--- config.mk ---
export PLATFORM = sky130hd
export DESIGN_NAME = pc_update_unit
export DESIGN_NICKNAME = d
export VERILOG_FILES = /design/src/rtl/pc_update_unit.sv
export SDC_FILE = /design/constraint.sdc
export NUM_CORES = 1
export LEC_CHECK = 0
export CAP_MARGIN = 20
export CORE_MARGIN = 1
export CORE_UTILIZATION = 60
export CTS_BUF_LIST = sky130_fd_sc_hd__clkbuf_4 sky130_fd_sc_hd__clkbuf_8
export DETAILED_ROUTE_END_ITERATION = 8
export DONT_BUFFER_PORTS = 1
export GPL_TIMING_DRIVEN = 0
export PLACE_DENSITY = 0.76
export SYNTH_ARGS = -nofsm -noshare
export SYNTH_HDL_FRONTEND = slang
export SYNTH_SLANG_ARGS = --single-unit
--- constraint.sdc ---
create_clock -name clk -period 3.8 [get_ports clk]
set_input_delay 0.57 -clock clk [delete_from_list [all_inputs] [get_ports clk]]
set_output_delay 0.57 -clock clk [all_outputs]
set_load 0.02 [all_outputs]
--- src/rtl/pc_update_unit.sv ---
// Program counter sequencer: BOOT/RUN/FLUSH/HALT control with branch, jump-register,
// stall and halt handling, plus a saturating count of issued fetches.
module pc_update_unit #(
    parameter logic [31:0] RESET_PC = 32'h0000_0000,
    parameter int          CNT_W    = 16
) (
    input  logic             clk,
    input  logic             rst,
    input  logic             stall,
    input  logic             branch_en,
    input  logic [31:0]      branch_offset,
    input  logic             jr_en,
    input  logic [31:0]      jr_addr,
    input  logic             halt,
    output logic [31:0]      pc,
    output logic [31:0]      pc_plus4,
    output logic             fetch_valid,
    output logic             halted,
    output logic [CNT_W-1:0] issue_cnt
);

    typedef enum logic [1:0] {S_BOOT, S_RUN, S_FLUSH, S_HALT} state_t;

    state_t           r_state;
    state_t           w_state_nxt;
    logic [31:0]      r_pc;
    logic [31:0]      w_pc_nxt;
    logic [CNT_W-1:0] r_cnt;
    logic             w_issue;

    always_ff @(posedge clk or negedge rst) begin
        if (!rst) r_state <= S_BOOT;
        else      r_state <= w_state_nxt;
    end

    // Halt outranks stall; redirects are only taken on an unstalled RUN cycle.
    always_comb begin
        w_state_nxt = r_state;
        w_pc_nxt    = r_pc;
        case (r_state)
            S_BOOT:  w_state_nxt = S_RUN;
            S_RUN: begin
                if (halt) begin
                    w_state_nxt = S_HALT;
                end else if (!stall) begin
                    if (jr_en) begin
                        w_pc_nxt    = {jr_addr[31:2], 2'b00};
                        w_state_nxt = S_FLUSH;
                    end else if (branch_en) begin
                        w_pc_nxt    = r_pc + branch_offset;
                        w_state_nxt = S_FLUSH;
                    end else begin
                        w_pc_nxt    = r_pc + 32'd4;
                    end
                end
            end
            S_FLUSH: w_state_nxt = halt ? S_HALT : S_RUN;
            S_HALT:  w_state_nxt = S_HALT;
            default: w_state_nxt = S_BOOT;
        endcase
    end

    always_comb begin
        fetch_valid = (r_state == S_RUN);
        halted      = (r_state == S_HALT);
        w_issue     = (r_state == S_RUN) && !stall;
    end

    always_ff @(posedge clk or negedge rst) begin
        if (!rst) r_pc <= RESET_PC;
        else      r_pc <= w_pc_nxt;
    end

    always_ff @(posedge clk or negedge rst) begin
        if (!rst) begin
            r_cnt <= '0;
        end else if (w_issue && (r_cnt != {CNT_W{1'b1}})) begin
            r_cnt <= r_cnt + CNT_W'(1);
        end
    end

    assign pc        = r_pc;
    assign pc_plus4  = r_pc + 32'd4;
    assign issue_cnt = r_cnt;

endmodule

Yosys cells after proc, flatten, opt, wreduce, memory -nomap -nowiden
Index checks and enable logic that the tools add are counted.
{"block": "totals", "register_bits": 50, "in_bits": 70, "out_inout_bits": 82, "wordCells": 28}
{"block": "op_classes", "n_addsub": 3, "n_eq_ne": 6, "n_mux": 8, "bitwise": 2, "n_reduce_logical": 6}
{"operator": "2-to-1 mux 32 bit", "count": 2}
{"operator": "adder 32 x 3 -> 32 bit, second input constant", "count": 1}
{"operator": "adder 32 bit", "count": 1}
{"operator": "adder 16 x 1 -> 16 bit, second input constant", "count": 1}
{"operator": "!= test 16 bit, second input constant", "count": 1}
{"operator": "2-to-1 mux 2 bit", "count": 5}
{"operator": "case mux 2 bit (4 select lines)", "count": 1}
{"operator": "equality test 2 bit, second input constant", "count": 2}
{"operator": "!= test 4 bit, second input constant", "count": 1}
{"operator": "!= test 3 bit, second input constant", "count": 1}
{"operator": "AND reduction 3 bit", "count": 1}
{"operator": "equality test 2 x 1 -> 1 bit, second input constant", "count": 1}
{"operator": "logical AND 1 bit", "count": 2}
{"operator": "logical NOT 2 bit", "count": 1}
{"operator": "NOT 1 bit", "count": 2}
{"operator": "AND reduction 2 bit", "count": 1}
{"operator": "logical NOT 1 bit", "count": 1}

Longest topological paths before layout
Gate-level depths: netlist of run 1.
{"block": "logic_depth", "word_depth": 5, "ltp_mapped": 12, "depth_no_buf": 12}

Worst setup path after synthesis of run 1
No wires, ideal clock.
{"block": "synth_timing", "path_type": "in2reg", "start": "in branch_offset[8]", "end": "reg r_pc[31] (netlist: pc[31])", "arrival_time_ns": 2.749, "required_time_ns": 3.657, "path_slack_ns": 0.908, "path_stages": 10, "path_buffers": 0, "cell_sequence": "ha_1 > a21o_1 > a221o_1 > a21oi_2 > o211ai_2 > a31o_4 > a31oi_4 > mux2_1 > a31oi_1 > a211oi_2"}
{"block": "synth_between", "elab_chain_len": 3}
{"item": "start, declared", "line_no": "11", "source": "input logic [31:0] branch_offset,"}
{"item": "adder 32 bit", "line_no": "50", "source": "w_pc_nxt = r_pc + branch_offset;"}
{"item": "2-to-1 mux 32 bit", "line_no": "49", "source": "end else if (branch_en) begin"}
{"item": "2-to-1 mux 32 bit", "line_no": "46", "source": "if (jr_en) begin"}
{"item": "end signal, assigned", "line_no": "71", "source": "else r_pc <= w_pc_nxt;"}
{"item": "end, declared", "line_no": "26", "source": "logic [31:0] r_pc;"}
Every way passes these cells.
A chain may end at the register's enable or synchronous reset.

Final worst setup path of run 1
{"block": "layout_timing", "start": "reg r_pc[4] (netlist: pc[4])", "end": "out pc_plus4[29]"}
{"block": "layout_between", "elab_chain_len": 1}
{"item": "adder 32 x 3 -> 32 bit", "line_no": "83", "source": "assign pc_plus4 = r_pc + 32'd4;"}
{"item": "end, declared", "line_no": "16", "source": "output logic [31:0] pc_plus4,"}
Every way passes these cells.

==> metrics list, run 1 <==
* Least setup slack across all paths after layout: between 0.3 and 0.4 ns
- After detailed routing, the total wire length is 14300 um.
* Hold Buf Count CTS: 1
* CTS tree: done
- Power density relative to cell area: roughly 400 mW/mm2
* Leftover overflow at the end of global routing: 0
- After synthesis, the share of flip-flops with an asynchronous set or reset is 100%.
- For this run, the share of the core covered by cells in the final layout is 65.1%.
- Iteration-0 DRC Markers: 269
- Most frequent CP cell: sky130_fd_sc_hd__and3_1
- Number of instances in the placed design: 699
* Critical Path Start Type: flip-flop
* Class of the tightest hold or removal check: input pin to asynchronous set/reset pin
- Share of the clock period used by the worst path after layout: 92.0%
- At the end of routability-driven placement, the weighted congestion stood at 0.942.
* Most area-hungry cell type in the Yosys netlist: sky130_fd_sc_hd__dfrtp_1
- Fraction of final layout cells sized beyond drive strength 1: 5.28%
- Row count: 32
* Sequential fraction of the synthesis area: about a quarter
- Along the worst path, the maximum fanout reaches 7.
- Wire length of the first global-routing pass: 22200 um
* Clock H-tree levels: 2
* Total CTS buffers: 5
- Slowest stage delay, CP: 0.60 ns
- CTS-repair resized insts: 0
- Clock-pin slew was measured on the worst setup and hold paths at 0.11 ns.
- Counting along the longest clock path gives a buffer depth of 2.
* Ports placed on the boundary: 152
- Antenna Violating Nets Remaining: 0
- Detail-routed net length per standard cell: 20.1 um
- The final count of pins violating max slew is 0.
* Vias in the first global route: around 4400
- Measured along the y axis, the die boundary spans around 91 um.
- EDFF count, synth: 0
- Critical path arrival: 2.92 ns
- By instance count, the leading cell after synthesis is sky130_fd_sc_hd__nand2_1.
* Placed wire-length estimate: 10900 um
- Buffers added to address setup during post-CTS repair amount to 0.
- The share of synthesized area in the top cell type comes to 26.2%.
- Number of hold violations in the final report: 0
- The first detailed-routing pass took 5 iterations.
- For the final database, setup skew stands at ~0.012 ns.
* Number of max-cap violations: 0
- Setup violations remaining at the end of the flow were counted as 0.
- Final standard cell area without fillers: 0.00503 mm2
- At the pin with the least slew margin, the transition time is 0.794 ns.
* Mapped Avg Cell Area: about 8.0 um2
- Number of register bits inferred by synthesis: 50
* Worst path slowest cell: sky130_fd_sc_hd__dfrtp_1
- Excluding fillers, the count of instances in the completed layout stands at 709.
* Drt via density: 6.60
- Total die area: 0.00832 mm2
* Number of vias after detailed routing: 4680
* LEAKAGE: 2.24 nW
- Worst VDD drop: around 0.22 mV
- Post-layout nets: 709
- Total GRT Usage: 33.6%
- STA classifies the critical path endpoint as an output pin.
* Largest cells by area after synthesis: sky130_fd_sc_hd__dfrtp_1, sky130_fd_sc_hd__ha_1, sky130_fd_sc_hd__xnor2_1, sky130_fd_sc_hd__nand2_1, sky130_fd_sc_hd__xor2_1
- Syn Nets: 701
- Buffers placed on the I/O ports in this run total 0.
* Clk_lat worst skew: around 0.32 ns
- Setup repair after global routing left no endpoint under its margin.
* Count of mapped cells out of synthesis: between 500 and 600
- Min Hold Slack: 0.0864 ns
- Number of sinks on the clock net: 50
- Summing every instance area after synthesis gives ~0.0048 mm2.
- Based on the critical path, the design can be clocked at up to 286 MHz.
* Placed cell area: 0.00490 mm2
- Top_reg_cell synth: sky130_fd_sc_hd__dfrtp_1
- Yosys cell types: 64
- The worst path needs about 3.5 ns of the cycle, external delays included.
- Entering global routing, the biggest net connects 51 pins.
- Number of antenna violations at the first check in global routing: 0
* Synth warn: 0
- Before CTS, the worst setup slack after placement is between 0.4 and 0.5 ns.
- Required time of the critical path: 3.23 ns
- CTS Root Cell: sky130_fd_sc_hd__clkbuf_8
* WS Path Type: flip-flop to output pin
- Status: complete, no violations
* Effective utilization at floorplan: roughly 62%
- The core region is 0.00773 mm2.
- Worst slew slack as a fraction of its limit: between 40% and 50%
- For this run, design rule violations remaining after detail routing come to 0.
- Relative to the synthesized area, the layout overhead comes to 5.34%.
- Power comes to 2.02 mW.
- The die is 91.2 um wide.
- Leading cell types by count after synthesis: sky130_fd_sc_hd__nand2_1, sky130_fd_sc_hd__nor2_1, sky130_fd_sc_hd__dfrtp_1
* Cells along the critical path: and3_1 -> nand4_1 -> or2_2 -> nor2_1 -> and3_1 -> xor2_1
* Final TNS setup: 0 ns
-- logic make-up (layout without fill, tap and decap cells) --
logic type | after synthesis | in the layout | synth area share [%]
other cells | 0 | 1 | 0
flops | 50 | 50 | 26.2
buf+inv | 46 | 55 | 3.80
mux | 4 | 4 | 0.891
simple gates | 214 | 214 | 21.6
fa+ha+maj | 34 | 34 | 9.06
compound gates | 183 | 183 | 26.4
xor+xnor | 66 | 66 | 12.1
-- metal layers --
| layer | up-vias | part of all wire [%] | track usage [%] |
|---|---|---|---|
| met4 | 0 | 1.9 | 10.6 |
| met3 | 23 | 9.3 | 8.04 |
| met1 | 2235 | 41 | 42.7 |
| met2 | 227 | 48 | 56.1 |
| li1 | 2195 | - | - |
| met5 | - | 0 | 0 |
-- layout make-up --
cell class / instances / area (um2)
multi-input combinational: 501 / 3340
fill: 693 / 2700
sequential: 50 / 1250
tap: 102 / 128
buffer: 24 / 98.8
inverter: 22 / 82.6
clock buffer: 5 / 68.8
clock inverter: 3 / 28.8
timing repair buffer: 1 / 27.5
antenna: 1 / 2.50
-- worst max-delay path: cells and delay by family (launching register included) --
family                    cells  cell delay [ns]
xor gates and xnor gates      1             0.40
DFF                           1             0.60
and+or+nand+nor               5             1.61
-- final timing paths --
check	from	end	slack, ns	cells after the start
setup / recovery	pc[4]$_DFFE_PN0P_	pc_plus4[29]	0.31	6
hold / removal	rst	issue_cnt[14]$_DFFE_PN0P_	0.09	1
setup reg to reg	pc[0]$_DFFE_PN0P_	pc[30]$_DFFE_PN0P_	0.32	12
hold reg to reg	r_state[1]$_DFFE_PN0P_	r_state[1]$_DFFE_PN0P_	0.55	2
max in group asynchronous	rst	pc[9]$_DFFE_PN0P_	3.44	1
min in group clk	halt	r_state[1]$_DFFE_PN0P_	0.37	2
-- state kept, by name, indices dropped and copies added (netlist names) --
name       count
r_state        2
issue_cnt     16
pc            32
-- cells in the final DEF, fill, tap and decap left out, drive strengths merged, types with 12 or more instances in the layout --
| master | Yosys | final |
|---|---|---|
| nand4 | 15 | 15 |
| clkbuf | 20 | 25 |
| nand2 | 73 | 73 |
| nand3 | 22 | 22 |
| and3 | 12 | 12 |
| xor2 | 29 | 29 |
| a21oi | 37 | 37 |
| nor2 | 52 | 52 |
| a211oi | 12 | 12 |
| a21o | 20 | 20 |
| xnor2 | 37 | 37 |
| ha | 33 | 33 |
| dfrtp | 50 | 50 |
| o21ai | 50 | 50 |
| inv | 22 | 23 |
-- report_power, final --
group	leakage (nW)	internal (mW)	total [mW]	switching, mW
clock network	0.0502	0.137	0.351	0.214
registers	0.646	0.587	0.782	0.195
logic	1.54	0.336	0.883	0.546
Note: power is estimated with default switching activity, not from simulation.
==> inputs of run 2 (changes only) <==
--- a/config.mk
+++ b/config.mk
@@ -5,6 +5,7 @@
 export SDC_FILE = /design/constraint.sdc
 export NUM_CORES = 1
 export LEC_CHECK = 0
+export ABC_AREA = 0
 export CAP_MARGIN = 20
 export CORE_MARGIN = 1
 export CORE_UTILIZATION = 60
==> constraint.sdc (replaced) <==
create_clock -name clk -period 3.4 [get_ports clk]
set_input_delay 0.51 -clock clk [delete_from_list [all_inputs] [get_ports clk]]
set_output_delay 0.51 -clock clk [all_outputs]
set_load 0.02 [all_outputs]
==> run 2 against run 1 <==
Highest routed layer unchanged. Global-route usage about the same. Via count rose by 0.51%. Sequential share of layout area shrank 0.18 points. Hold slack worse by 0.063 ns. Power increased by 12%. Wire length up 0.52%. Largest cell class unchanged. Critical path depth stayed put. Count of clock-buffer cells in the layout is the same.
==> metrics list, run 2 (synthesis results as in run 1) <==
* Maximum fanout along the worst path: 5 (-2)
* Number of fill cells: 690 (-0.43%)
- Startpoint of the most critical register-to-register path: pc[16]$_DFFE_PN0P_
* Placeable core region: 0.00773 mm2 (unchanged)
- Leftover overflow at the end of global routing: 0 (unchanged)
- Relative to the synthesized area, the layout overhead comes to 6.52%.
- The worst setup path is launched from a flip-flop.
- Worst path slowest cell: sky130_fd_sc_hd__dfrtp_1
- The cell family contributing the most delay on the critical path is simple AND/OR/NAND/NOR gates.
- Total GRT Usage: 33.6% (about the same)
- Ports placed on the boundary: 152 (unchanged)
- Required time of the critical path: 2.89 ns (-0.34 ns)
* Post-layout nets: 713 (+0.56%)
* DR pass1 iterations: 5 (unchanged)
- CTS placed an instance of sky130_fd_sc_hd__clkbuf_8 at the clock tree root.
- Total Routed Length: 14400 um (+0.52%)
* Highest-count cells in the layout ignoring fill and taps: sky130_fd_sc_hd__nand2_1, sky130_fd_sc_hd__nor2_1, sky130_fd_sc_hd__o21ai_0, sky130_fd_sc_hd__dfrtp_1
* Placed wire-length estimate: 10900 um (unchanged)
- The buffer depth of the longest clock path came to 2 (unchanged).
- The number of max-cap violations came to 0 (unchanged).
- Leading cell type in the layout, fill and taps excluded: sky130_fd_sc_hd__nand2_1
- The number of input and output port buffers inserted came to 0 (unchanged).
* Number of sinks on the clock net: 50 (unchanged)
- The number of rows in the core area was 32 (unchanged).
- The starting density of the core was 61.8% (unchanged).
* Clock H-tree levels: 2 (unchanged)
- Wire length of the first global-routing pass: 22200 um (about the same)
- The signal on the critical path passes through ha_1 -> and3_1 -> nand2_1 -> nor3_2 -> and4_1 -> xor2_1.
- The fraction of final layout cells with drive strength greater than 1 came to 7.05% (+1.8 points).
- Iteration-0 DRC Markers: 250 (-7.1%)
* Die Y-Extent: 91.2 um (unchanged)
* Number of hold violations in the final report: 0 (unchanged)
* Total CTS buffers: 5 (unchanged)
* Number of antenna violations at the first check in global routing: 0 (unchanged)
- The setup violation total in the final timing report was 0 (unchanged).
- Power density relative to cell area: 445 mW/mm2 (+11%)
- Share of the clock period used by the worst path after layout: 95.1%
- Capturing element type of the critical path: output pin
- The CTS clock-pin slew for the worst setup and hold paths is 0.11 ns (about the same).
- The transition time at the pin with the least slew margin is 0.794 ns (-0.000209 ns).
* Slowest stage delay, CP: 0.55 ns (-0.05 ns)
- The clock latency of the later-clocked register in the worst-skew pair is 0.32 ns (about the same).
* Total die area: 0.00832 mm2 (unchanged)
- Detail-routed net length per standard cell: 20.1 um (about the same)
- The floorplan die width was 91.2 um (unchanged).
* Clock Skew: 0.0110 ns (-0.00104 ns)
- The maximum number of pins on one net before global-route repair was 51 (unchanged).
- The non-filler instance count after layout came to 713 (+0.56%).
- The number of flip-flops in the largest register came to 32 (unchanged).
- Status: complete, no violations
- Worst slack at placement: 0.0307 ns (-0.400 ns)
- The worst path needs 3.23 ns of the cycle, external delays included.
- Least setup slack across all paths after layout: 0.166 ns (-0.140 ns)
- The number of nets with antenna violations after routing came to 0 (unchanged).
- Vias in the first global route: 4437 (+0.27%)
- Class of the tightest hold or removal check: input pin to asynchronous set/reset pin
- Unrepaired setup endpoints after global routing: no
- In this run the worst setup path begins at pc[3]$_DFFE_PN0P_.
- The total power after layout came to 2.26 mW (+12%).
- Max Slew Vio Count: 0 (unchanged)
* Detailed-route DRC error count: 0 (unchanged)
- Final GP Congestion: 0.942 (unchanged)
- Final TNS setup: 0 ns (unchanged)
- Drt via density: 6.60 (about the same)
* CP bufs+invs: 0 (unchanged)
- The worst supply voltage drop on vdd was 0.244 mV (+12%).
* Number of vias after detailed routing: 4704 (+0.51%)
* CTS tree: done
* WS Path Type: flip-flop to output pin
- The worst slew slack as a fraction of its limit is 46.9% (about the same).
- Critical path arrival: 2.72 ns (-0.20 ns)
- For this run, the top clock speed supported by timing is 309 MHz.
- Number of instances in the placed design: 699 (unchanged)
- The static power due to leakage was 2.26 nW (+0.98%).
-- run 2: worst register-to-register path, delay by kind of cell, from the launching register on --
kind	cells	cell delay (ns)
fa+ha+maj	1	0.40
mux	1	0.34
flops	1	0.62
compound gates	8	1.70
-- run 2: cell type report --
| class | instances | area (um2) | area share (%) |
|---|---|---|---|
| clock inverters | 3 | 28.8 | 0.566 |
| plain buffers | 24 | 98.8 | 1.94 |
| repair buffers | 5 | 57.6 | 1.13 |
| flip-flops and latches | 50 | 1260 | 24.7 |
| multi-input cells | 501 | 3360 | 66.1 |
| inverters | 22 | 82.6 | 1.62 |
| clock buffers | 5 | 68.8 | 1.35 |
| diodes | 1 | 2.50 | 0.0492 |
| well taps | 102 | 128 | 2.51 |
-- run 2: metal layers --
metal,share of wire (%),vias to the layer above,track usage [%]
met5,0,-,0
met4,2.0,0,10.4
met3,8.1,31,8.04
met2,48,218,56.2
met1,42,2253,42.8
li1,-,2202,-
-- run 2: final timing paths --
kind                                           to  slack (ns)  cells past startpoint
max in group asynchronous       pc[8]$_DFFE_PN0P_        3.09                      1
min reg2reg                r_state[1]$_DFFE_PN0P_        0.54                      2
min                             pc[6]$_DFFE_PN0P_        0.02                      1
max reg2reg                    pc[31]$_DFFE_PN0P_        0.21                     10
min in group clk           r_state[1]$_DFFE_PN0P_        0.32                      2
max                                  pc_plus4[30]        0.17                      6
-- run 2: power by group --
part	leakage, nW	switching [mW]	total (mW)	internal [mW]
Combinational	1.57	0.613	0.994	0.381
Sequential	0.641	0.221	0.878	0.657
Clock	0.0502	0.238	0.391	0.153
Total	2.26	1.07	2.26	1.19
-- run 2: metrics by stage --
step                hold slack [ns]  utilization (%)  cell area (um2)
detailed placement            0.216             63.5             4900
global placement              0.216             63.5             4900
CTS                          0.0464             65.2             5040
global route                 0.0364             65.8             5080
finish                       0.0236             65.8             5090
floorplan                     0.214                -             4780
-- run 2: what timing repair did --
| item | CTS | global route |
|---|---|---|
| endpoints found under the setup margin | 2 | 4 |
| setup buffers | 0 | 4 |
| resized for setup | 2 | 5 |
| gates cloned | 0 | 0 |
| pin swaps | 0 | 2 |
| hold buffers | 1 | 0 |
| endpoints found under the hold margin | 50 | 0 |
==> inputs of run 3 (changes only) <==
--- a/config.mk
+++ b/config.mk
@@ -6,14 +6,15 @@
 export NUM_CORES = 1
 export LEC_CHECK = 0
 export ABC_AREA = 0
+export BUFFER_PORTS_ARGS = -buffer_cell sky130_fd_sc_hd__buf_4
 export CAP_MARGIN = 20
 export CORE_MARGIN = 1
-export CORE_UTILIZATION = 60
+export CORE_UTILIZATION = 54
 export CTS_BUF_LIST = sky130_fd_sc_hd__clkbuf_4 sky130_fd_sc_hd__clkbuf_8
 export DETAILED_ROUTE_END_ITERATION = 8
-export DONT_BUFFER_PORTS = 1
 export GPL_TIMING_DRIVEN = 0
-export PLACE_DENSITY = 0.76
+export PLACE_DENSITY = 0.84
+export RECOVER_POWER = 50
 export SYNTH_ARGS = -nofsm -noshare
 export SYNTH_HDL_FRONTEND = slang
 export SYNTH_SLANG_ARGS = --single-unit
==> run 3 against run 2 <==
The flow now finishes with violations (max-capacitance violations, max-slew violations). Fmax fell by 0.71%. Via count grew 13%. Count of clock-buffer cells in the layout unchanged. Clock skew grew 0.0056 ns. Utilization is 5.4 points higher. Sequential share of layout area shrank 3.7 points.
==> metrics list, run 3 (synthesis results as in run 1) <==
* Antenna Violating Nets Remaining: 0 (unchanged)
* Worst VDD drop: 0.293 mV (+20%)
- Critical path arrival: 2.75 ns (+0.03 ns)
- Row count: 33 (+3.1%)
- Setup repair after global routing left no endpoint under its margin.
* Number of max-cap violations: 1 (+1)
- LEAKAGE: 2.80 nW (+24%)
- The number of input and output port buffers inserted was 147 (+147).
- The wire length per cell is 18.3 um (-9.3%).
- Vias in the first global route: 4960 (+12%)
- The maximum number of pins on one net before global-route repair is 51 (unchanged).
- STA classifies the critical path startpoint as a flip-flop.
- Met2 Wirelength: 7180 um (+4.3%)
- The final critical-path required period is 3.26 ns (+0.0230 ns).
* Post-layout nets: 857 (+20%)
* Capturing element type of the critical path: output pin
- The worst slew slack as a fraction of its limit is -96.8% (-140 points).
- The routed length on met1 is 6410 um (+6.4%).
* Total met3 wirelength after detailed routing: 1650 um (+42%)
- CTS placed an instance of sky130_fd_sc_hd__clkbuf_8 at the clock tree root.
* Number of sinks on the clock net: 50 (unchanged)
* CTS tree: done
- Power density relative to cell area: 413 mW/mm2 (-7.2%)
* Slew at the pin with the worst max-slew slack: 2.95 ns (+2.16 ns)
* Highest-count cells in the layout ignoring fill and taps: sky130_fd_sc_hd__buf_4, sky130_fd_sc_hd__nand2_1, sky130_fd_sc_hd__clkbuf_1
- Max Slew Vio Count: 51 (+51)
* Ports placed on the boundary: 152 (unchanged)
- The total clock buffers created by CTS is 5 (unchanged).
- The total power after layout was 2.47 mW (+8.9%).
- Wire length of the first global-routing pass: 23900 um (+7.5%)
- The required time at the worst-slack endpoint was 2.89 ns (about the same).
- Leaving out fill and tap cells, the most frequent cell in the layout is sky130_fd_sc_hd__buf_4.
- The area growth from synthesis to layout is 25.1%.
- Placed wire-length estimate: 11900 um (+8.9%)
- WS Path Type: flip-flop to output pin
- Violations in the final reports: max-capacitance violations, max-slew violations
* Uppermost routed layer: met4
* Clock transition at path regs: 0.11 ns (about the same)
* Die Y-Extent: 96.0 um (+5.3%)
- The maximum clock skew at final layout was 0.0166 ns (+0.00564 ns).
* Fraction of final layout cells sized beyond drive strength 1: 18.6% (+12 points)
- The floorplan die width came to 96.0 um (+5.3%).
- The per-cell via count in the routed design came to 6.20 (-6.1%).
* Largest buffer count on any clock path: 2 (unchanged)
- The first-pass iteration count of the detailed router came to 5 (unchanged).
- The top achievable clock speed is 307 MHz (-0.71%).
* Total Routed Length: 15700 um (+9.2%)
- The worst setup margin was 0.143 ns (-0.0230 ns).
- Count of antenna diodes in the layout: 0 (-1)
- Number of flip-flops under the largest register name: 32 (unchanged)
- The maximum level of the CTS H-tree is 2 (unchanged).
- The number of antenna violations at the first check in global routing was 0 (unchanged).
* Iteration-0 DRC Markers: 384 (+54%)
* Worst slack at placement: 0.0565 ns (+0.0259 ns)
- Class of the tightest hold or removal check: input pin to flip-flop
* Final Core Density: 71.3% (+5.4 points)
- Placeable core region: 0.00838 mm2 (+8.5%)
* Share of the clock period used by the worst path after layout: 95.8% (+0.68 points)
* Final standard cell area without fillers: 0.00597 mm2 (+17%)
- Final TNS setup: 0 ns (unchanged)
- The clock latency of the later-clocked register in the worst-skew pair is 0.32 ns (about the same).
- Maximum fanout along the worst path: 7 (+2)
- Number of vias after detailed routing: 5322 (+13%)
- Total GRT Usage: 33.6% (about the same)
* Status: complete, but fails checks
- The overflow left after global routing is 0 (unchanged).
- The die area was 0.00922 mm2 (+11%).
* Effective utilization at floorplan: 57.0% (-4.8 points)
- The final RePlAce weighted congestion came to 0.992 (+5.3%).
- Number of endpoints failing setup at the final stage: 0 (unchanged)
- Number of hold violations in the final report: 0 (unchanged)
- The number of DRC violations after detailed routing was 0 (unchanged).
- Placed cell area: 0.00601 mm2 (+23%)
run 3: changes by cell type in the layout (fill, tap and decap cells not counted), moves of 2 or more:
cell	previous run	this run
sky130_fd_sc_hd__dfrtp_1	46	50
sky130_fd_sc_hd__clkbuf_1	20	61
sky130_fd_sc_hd__inv_6	0	2
sky130_fd_sc_hd__dfrtp_2	4	0
sky130_fd_sc_hd__buf_4	6	110
run 3: layout make-up:
cell class	count	area [um2]
Buffer	24	98.8
Clock buffer	5	68.8
Clock inverter	3	26.3
Fill cell	736	2410
Inverter	22	82.6
Multi-Input combinational cell	501	3350
Sequential cell	50	1250
Tap cell	105	131
Timing Repair Buffer	149	965
run 3: critical path, stage by stage, from the launching register on:
cell and delay [ns]:
sky130_fd_sc_hd__dfrtp_1 0.48, sky130_fd_sc_hd__and3_1 0.26, sky130_fd_sc_hd__nand4_1 0.32, sky130_fd_sc_hd__or2_2 0.44, sky130_fd_sc_hd__nor2_1 0.33, sky130_fd_sc_hd__and3_1 0.28, sky130_fd_sc_hd__xor2_1 0.16, sky130_fd_sc_hd__buf_4 0.16
run 3: final timing paths:
path	startpoint	endpoint	slack [ns]	cells after the start
max reg2reg	pc[0]$_DFFE_PN0P_	pc[30]$_DFFE_PN0P_	0.18	12
max in group asynchronous	rst	issue_cnt[12]$_DFFE_PN0P_	0.60	1
min reg2reg	issue_cnt[4]$_DFFE_PN0P_	issue_cnt[4]$_DFFE_PN0P_	0.50	1
min	jr_addr[8]	pc[8]$_DFFE_PN0P_	0.43	3
min in group asynchronous	rst	pc[6]$_DFFE_PN0P_	1.14	1
max	pc[8]$_DFFE_PN0P_	pc_plus4[29]	0.14	7
run 3: through the flow:
stage | cells | hold slack (ns)
finish | 859 | 0.428
global route | 859 | 0.435
CTS | 857 | 0.248
detailed placement | 849 | 0.491
global placement | 849 | 0.477
floorplan | 597 | 0.214
run 3: per-layer routing:
layer,vias up,track usage [%]
met4,0,11.1
met5,-,0
li1,2487,-
met2,303,54.8
met3,48,6.56
met1,2484,44.3
run 3: timing repair:
action	4_1_cts	5_1_grt
hold buffers	0	0
hold endpoints to repair	0	0
endpoints found under the setup margin	0	3
buffers inserted	0	2
resized for setup	0	1
run 3: where the power goes:
group          internal (mW)  total [mW]  leakage (nW)  switching, mW
Combinational          0.527        1.29          2.11          0.761
Sequential             0.658       0.785         0.646          0.127
Clock                  0.152       0.393        0.0491          0.241
Total                   1.34        2.47          2.80           1.13
